### config.mk
export PLATFORM = sky130hd
export DESIGN_NAME = axis_pack
export DESIGN_NICKNAME = d
export VERILOG_FILES = /design/src/rtl/axis_pack.sv
export SDC_FILE = /design/constraint.sdc
export NUM_CORES = 1
export LEC_CHECK = 0
export CORE_MARGIN = 2
export CORE_UTILIZATION = 30
export CTS_BUF_LIST = sky130_fd_sc_hd__clkbuf_8 sky130_fd_sc_hd__clkbuf_16
export CTS_CLUSTER_SIZE = 8
export DETAILED_ROUTE_END_ITERATION = 10
export SLEW_MARGIN = 20
export SYNTH_ARGS = -nofsm -noshare
export SYNTH_HDL_FRONTEND = slang
export SYNTH_SLANG_ARGS = --single-unit
### constraint.sdc
create_clock -name axi_clk -period 1.7 [get_ports axi_clk]
set_clock_uncertainty 0.2 [all_clocks]
set_input_delay 0.17 -clock axi_clk [delete_from_list [all_inputs] [get_ports axi_clk]]
set_output_delay 0.17 -clock axi_clk [all_outputs]
set_load 0.05 [all_outputs]
### src/rtl/axis_pack.sv
// Narrow-to-wide AXI-Stream packer: gathers RATIO input lanes LSB-first into one
// output word; s_axi_tlast closes a partial word early, m_axi_tkeep marks the filled lanes.
module axis_pack #(
    parameter int IN_BITS = 8,
    parameter int RATIO   = 4
) (
    input  logic                       axi_clk,
    input  logic                       axi_resetn,
    input  logic                       s_axi_tvalid,
    output logic                       s_axi_tready,
    input  logic [IN_BITS-1:0]         s_axi_tdata,
    input  logic                       s_axi_tlast,
    output logic                       m_axi_tvalid,
    input  logic                       m_axi_tready,
    output logic [IN_BITS*RATIO-1:0]   m_axi_tdata,
    output logic [RATIO-1:0]           m_axi_tkeep,
    output logic                       m_axi_tlast
);
    localparam int OUT_BITS = IN_BITS * RATIO;
    localparam int IDX_W    = $clog2(RATIO);
    localparam logic [IDX_W-1:0] LAST_IDX = IDX_W'(RATIO - 1);

    logic [IDX_W-1:0]    idx;
    logic [OUT_BITS-1:0] acc;
    logic [OUT_BITS-1:0] acc_next;
    logic [RATIO-1:0]    keep;
    logic [RATIO-1:0]    keep_next;
    logic                accept;
    logic                closing;

    // Handshake: a beat/word moves on a clock edge where valid && ready are both high.
    // Input ready is combinational: the output register can take a new word when it is
    // empty or is being drained this cycle.
    assign s_axi_tready = !m_axi_tvalid || m_axi_tready;
    assign accept       = s_axi_tvalid && s_axi_tready;
    assign closing      = (idx == LAST_IDX) || s_axi_tlast;

    // Accumulator with the incoming beat merged into lane idx.
    always_comb begin
        acc_next  = acc;
        keep_next = keep;
        for (int k = 0; k < RATIO; k++) begin
            if (idx == IDX_W'(k)) begin
                acc_next[k*IN_BITS +: IN_BITS] = s_axi_tdata;
                keep_next[k]                   = 1'b1;
            end
        end
    end

    always_ff @(posedge axi_clk or negedge axi_resetn) begin
        if (!axi_resetn) begin
            idx  <= '0;
            acc  <= '0;
            keep <= '0;
        end else if (accept) begin
            if (closing) begin
                idx  <= '0;
                acc  <= '0;
                keep <= '0;
            end else begin
                idx  <= idx + 1'b1;
                acc  <= acc_next;
                keep <= keep_next;
            end
        end
    end

    // Output register: a new closing beat wins over draining, so a word consumed in
    // the same cycle a new one closes leaves m_axi_tvalid high.
    always_ff @(posedge axi_clk or negedge axi_resetn) begin
        if (!axi_resetn) begin
            m_axi_tvalid <= 1'b0;
            m_axi_tdata  <= '0;
            m_axi_tkeep  <= '0;
            m_axi_tlast  <= 1'b0;
        end else if (accept && closing) begin
            m_axi_tvalid <= 1'b1;
            m_axi_tdata  <= acc_next;
            m_axi_tkeep  <= keep_next;
            m_axi_tlast  <= s_axi_tlast;
        end else if (m_axi_tvalid && m_axi_tready) begin
            m_axi_tvalid <= 1'b0;
            m_axi_tdata  <= '0;
            m_axi_tkeep  <= '0;
            m_axi_tlast  <= 1'b0;
        end
    end

endmodule
==> results of run 1 <==
-- final timing paths --
kind | to | slack, ps | depth (start not counted)
setup reg to reg | m_axi_tdata[11] | -100 | 6
max in group asynchronous | acc[26] | 660 | 3
hold reg to reg | acc[27] | 290 | 1
min in group axi_clk | acc[27] | 290 | 1
setup / recovery | m_axi_tdata[11] | -100 | 6
hold / removal | idx[0] | 80 | 2
-- final cells by class --
type                    count  area (µm²)  area share, %
clock buffers              10         138           3.17
clock inverters             6        30.0          0.691
inverters                   2        7.51          0.173
repair buffers             85         856           19.7
flip-flops and latches     76        1900           43.8
multi-input cells         135        1240           28.5
well taps                 136         170           3.92
-- layer usage --
metal	share of wire, %	vias up	global-route usage (%)
li1	-	1033	-
met1	49	1105	19.0
met2	46	39	21.2
met3	3.3	11	3.53
met4	1.4	0	4.17
met5	0	-	0
-- report_power, final --
| part | total, mW | switching, mW | internal, mW |
|---|---|---|---|
| logic | 2.09 | 1.25 | 0.841 |
| registers | 2.29 | 0.180 | 2.11 |
| clock network | 1.20 | 0.649 | 0.554 |
| total | 5.59 | 2.08 | 3.50 |
-- repair_timing --
item	4_1_cts	5_1_grt
pin swaps	2	14
hold buffers	1	0
endpoints found under the setup margin	65	72
endpoints found under the hold margin	76	0
cloned	1	3
resized for setup	10	27
buffers inserted	5	2
-- cell usage after synthesis --
cell | n | area share (%)
and3_1 | 1 | 0.20
buf_4 | 2 | 0.47
ha_1 | 4 | 1.6
nand4_1 | 2 | 0.39
nand3_2 | 1 | 0.31
a22o_1 | 25 | 6.9
dfrtp_1 | 76 | 60
nand2_1 | 1 | 0.12
mux2i_1 | 32 | 10
and2_1 | 10 | 2.0
nor2_1 | 8 | 0.94
a22oi_4 | 1 | 0.67
and4_1 | 3 | 0.83
a31oi_1 | 3 | 0.59
o211ai_2 | 3 | 1.2
o21ai_0 | 2 | 0.31
inv_1 | 2 | 0.24
or2_1 | 1 | 0.20
buf_6 | 3 | 1.1
clkbuf_1 | 3 | 0.35
buf_2 | 10 | 1.6
nand2b_1 | 1 | 0.20
o2bb2ai_1 | 36 | 9.9
nor2b_1 | 1 | 0.20
-- through the flow --
stage | power, mW | setup WS, ps | TNS [ps] | cells | util, %
5_1_grt | 5.88 | -158 | -6150 | 450 | 42.1
4_1_cts | 5.58 | -91.0 | -2670 | 447 | 40.8
3_3_place_gp | 4.30 | -168 | -8340 | 425 | 38.3
3_5_place_dp | 4.31 | -185 | -9020 | 425 | 38.3
2_1_floorplan | 3.59 | -17.9 | -537 | 231 | -
6_report | 5.59 | -97.0 | -2610 | 450 | 42.1
-- kinds of logic after synthesis --
group           share of synthesized area, %
simple gates                            5.35
buf+inv                                 3.70
fa+ha+maj                               1.57
mux                                     10.1
compound gates                          19.5
flops                                   59.8
-- worst max-delay path, delay by kind of cell (launching register included) --
family,cells,cell delay [ps]
AOI/OAI and AO/OA,2,340
adders and majority gates,1,200
buffers and inverters,2,320
DFF,1,390
and+or+nand+nor,1,260
-- registers in the layout (all words and copies together), names as in the netlist --
register / count
acc: 32
m_axi_tdata: 32
keep: 4
m_axi_tkeep: 4
idx: 2
m_axi_tlast: 1
m_axi_tvalid: 1
==> run_results.csv, run 1 <==
group,metric,value,unit
global_route,grt_pass1_vias,2267,
drt,postRouteAntennaNets,0,
floorplanning,initial_core_util,30.8,%
critical_path,critPathLaunchType,"flop",
sta,fmax,0.556,GHz
sta,worst_pin_slew,365,ps
sta,rsz0062_at_grt,"yes",
layout,nets,326,
drt,drtPass1Iterations,4,
floorplanning,coreArea,10300,µm²
sta,finalMaxSlewViolations,0,
layout,diodes,0,
floorplanning,die-area,11400,µm²
hold_path,hp-class,"primary input to asynchronous set/reset pin",
floorplanning,fp-row-count,37,
layout,fillerInstances,988,
sta,hold_violations,0,
place,finalWeightedCongestion,0.733,
clock_network,numCtsBuffers,9,
clock_network,root_buffer,"clkbuf_8",
logic_synthesis,synth_area,3180,µm²
critical_path,cp.required,1770,ps
floorplanning,num_io_pins,52,
drt,initialDrtViolationCount,72,
sta,post-route-min-period,1800,ps
clock_network,cts_htree_levels,3,
status,violations,"setup timing",
critical_path,crit_slowest_cell,"dfrtp_1",
logic_synthesis,synth_nets,248,
clock_network,clock_latency,350,ps
layout,synthToLayoutAreaGrowth,36.5,%
critical_path,max_stage_delay,390,ps
job,maxCapViolCount,0,
logic_synthesis,synthCells,231,
place,dp_hpwl,4880,µm
status,outcome,"complete, but fails checks",
critical_path,end_kind,"flop",
layout,final_cell_mix,"dfrtp_1 (75), buf_4 (51), mux2i_1 (32)",
layout,drive_gt1_share,36.6,%
drt,wl_per_cell,17.2,µm
floorplanning,die_width,107,µm
drt,vias,2188,
clock_network,clock_sinks,76,
sta,finalWorstSetupSlack,-97.0,ps
logic_synthesis,synth_cell_types,24,
logic_synthesis,ys_seq_area_share,59.8,%
critical_path,critPathArrivalTime,1860,ps
drt,vias_per_cell,4.86,
power,cellLeakagePower,2.02,nW
drt,routed_wl,7740,µm
sta,slew_headroom,75.6,%
clock_network,cts_buffer_depth,2,
critical_path,cp-startpoint,"idx[1]",
layout,layout_commonest_cell,"dfrtp_1",
global_route,grt_start_max_net_pins,38,
place,dpl_cell_area,3960,µm²
sta,hold_ws,78.5,ps
global_route,antenna_found_initial,0,
power,p_per_area,1290,nW/µm²
power,irDropWorstVdd,0.625,mV
logic_synthesis,syn_avg_cell_area,13.8,µm²
sta,post-route-period-util,106,%
logic_synthesis,ys_seq_elements,76,
global_route,grt_usage,13.7,%
clock_network,clkTransAtPathRegs,80,ps
logic_synthesis,yosys_warnings,0,
global_route,grt_pass1_wl,12200,µm
clock_network,tritoncts,"done",
drt,drc,0,
critical_path,critPathKind,"flop to flop",
place,io_buffers,51,
global_route,grt_overflow_total,0,
critical_path,cp_max_fo,17,
critical_path,worstPathCellList,"ha_2, or2_4, buf_6, a22oi_4, buf_8, o2bb2ai_1",
critical_path,r2r_start,"idx[1]",
layout,final_area,4340,µm²
sta,setup_viol,40,
floorplanning,die_height,107,µm
Note: power is estimated with default switching activity, not from simulation.
==> run 2, diff against run 1 <==
==> constraint.sdc (replaced) <==
create_clock -name axi_clk -period 1.5 [get_ports axi_clk]
set_clock_uncertainty 0.2 [all_clocks]
set_input_delay 0.15 -clock axi_clk [delete_from_list [all_inputs] [get_ports axi_clk]]
set_output_delay 0.15 -clock axi_clk [all_outputs]
set_load 0.05 [all_outputs]
==> run_results.csv, run 2 (synthesis results as in run 1) <==
group,metric,value,unit
status,outcome,"complete, but fails checks",
status,violations,"setup timing",
job,maxCapViolCount,0,
place,io_buffers,51,
critical_path,path_delay_family,"flip-flops",
drt,initialDrtViolationCount,70,
floorplanning,num_io_pins,52,
clock_network,clock_sinks,76,
critical_path,critPathKind,"flop to flop",
layout,multi_input_area,1210,µm²
layout,top_regs,"acc x32, m_axi_tdata x32",
critical_path,critPathArrivalTime,1850,ps
drt,routed_wl,7660,µm
drt,drc,0,
layout,synthToLayoutAreaGrowth,52.0,%
layout,nets,333,
clock_network,cts_buffer_depth,2,
critical_path,critPathLaunchType,"flop",
critical_path,rrSetupSlack,-280,ps
power,irDropWorstVdd,0.542,mV
clock_network,clkTransAtPathRegs,80,ps
sta,post-route-min-period,1780,ps
global_route,grt_start_max_net_pins,77,
sta,fmax,0.562,GHz
layout,layout_commonest_cell,"dfrtp_1",
global_route,grt_pass1_wl,12900,µm
sta,setup_viol,75,
layout,final_util,46.9,%
power,total_power,7.14,mW
layout,layout.area.seq,1900,µm²
power,p_per_area,1480,nW/µm²
layout,drive_gt1_share,35.2,%
critical_path,path_buf_inv,2,
critical_path,max_stage_delay,390,ps
drt,wl_per_cell,16.8,µm
floorplanning,coreArea,10300,µm²
global_route,grt_usage,14.6,%
drt,vias_per_cell,4.87,
drt,postRouteAntennaNets,0,
sta,worst_pin_slew,412,ps
layout,fillerInstances,926,
clock_network,numCtsBuffers,9,
clock_network,tritoncts,"done",
layout,diodes,0,
sta,finalWorstSetupSlack,-280,ps
floorplanning,fp-row-count,37,
sta,hold_violations,0,
layout,final_cell_mix,"dfrtp_1 (75), buf_12 (44), mux2i_1 (32), o2bb2ai_1 (32), a22o_1 (25)",
global_route,grt_overflow_total,0,
clock_network,clock_latency,340,ps
drt,drtPass1Iterations,4,
critical_path,crit_slowest_cell,"dfrtp_1",
sta,rsz0062_at_grt,"yes",
critical_path,worstPathCellList,"ha_2, or2_1, buf_6, a22oi_4, buf_8, o2bb2ai_1",
clock_network,root_buffer,"clkbuf_8",
drt,vias,2226,
place,dp_hpwl,4860,µm
floorplanning,die_width,107,µm
floorplanning,die-area,11400,µm²
global_route,antenna_found_initial,0,
sta,slew_headroom,72.5,%
critical_path,cp.required,1570,ps
floorplanning,initial_core_util,30.8,%
clock_network,cts_htree_levels,3,
place,finalWeightedCongestion,0.768,
critical_path,cp_max_fo,17,
critical_path,end_kind,"flop",
hold_path,hp-class,"primary input to asynchronous set/reset pin",
power,cellLeakagePower,2.14,nW
sta,post-route-period-util,119,%
floorplanning,die_height,107,µm
global_route,grt_pass1_vias,2385,
sta,finalMaxSlewViolations,0,
==> run 2: changes by cell type in the layout (fill, tap and decap cells not counted), sizes merged <==
| cell | change |
|---|---|
| bufinv | +1 |
| clkbuf | -2 |
| clkinv | -3 |
| buf | +9 |
| clkinvlp | +2 |
==> run 2: stage by stage <==
stage	instance area, µm²	hold WS, ps	setup slack (ps)	cells	setup TNS, ps
finish	4840	170	-280	457	-16710
global route	4840	197	-350	457	-21790
CTS	4840	178	-291	458	-16900
detailed placement	4480	6.36	-326	433	-21160
global placement	4480	1.19	-299	433	-20540
floorplan	3240	-346	-218	231	-10260
==> run 2: worst min-delay path, cell delays in order <==
cell and delay, ps:
dlygate4sd3_1 530, buf_4 120, buf_12 330
==> run 2: what timing repair did <==
action / CTS / global route
hold buffers: 1 / 0
pin swaps: 6 / 4
gates resized for setup: 16 / 9
endpoints found under the hold margin: 76 / 0
setup buffers: 8 / 1
endpoints found under the setup margin: 76 / 76
gates cloned: 2 / 0
==> run 2: worst paths after layout <==
kind	start	cells past startpoint	end
max	idx[1]	6	m_axi_tkeep[0]
min	axi_resetn	3	acc[4]
min in group axi_clk	acc[28]	1	acc[28]
min reg2reg	acc[28]	1	acc[28]
max in group asynchronous	axi_resetn	3	acc[14]
max reg2reg	idx[1]	6	m_axi_tkeep[0]
==> run 2: metal layers <==
layer	up-vias	track usage [%]	routed length (µm)
met5	-	0	0
met2	49	21.9	3570
li1	1046	-	-
met1	1127	21.0	3740
met3	4	3.47	313
met4	0	4.45	40
==> run 2: cell type report <==
class,instances,share of cell area (%)
multi-input cells,135,25.1
clock buffers,10,2.85
repair buffers,92,27.7
flip-flops and latches,76,39.3
inverters,2,0.155
well taps,136,3.52
clock inverters,6,1.32
==> run 2: where the power goes <==
| part | leakage [nW] | internal (mW) | switching (mW) |
|---|---|---|---|
| combinational | 1.02 | 1.45 | 1.42 |
| sequential | 1.02 | 2.39 | 0.320 |
| clock | 0.0983 | 0.810 | 0.750 |
| total | 2.14 | 4.65 | 2.49 |
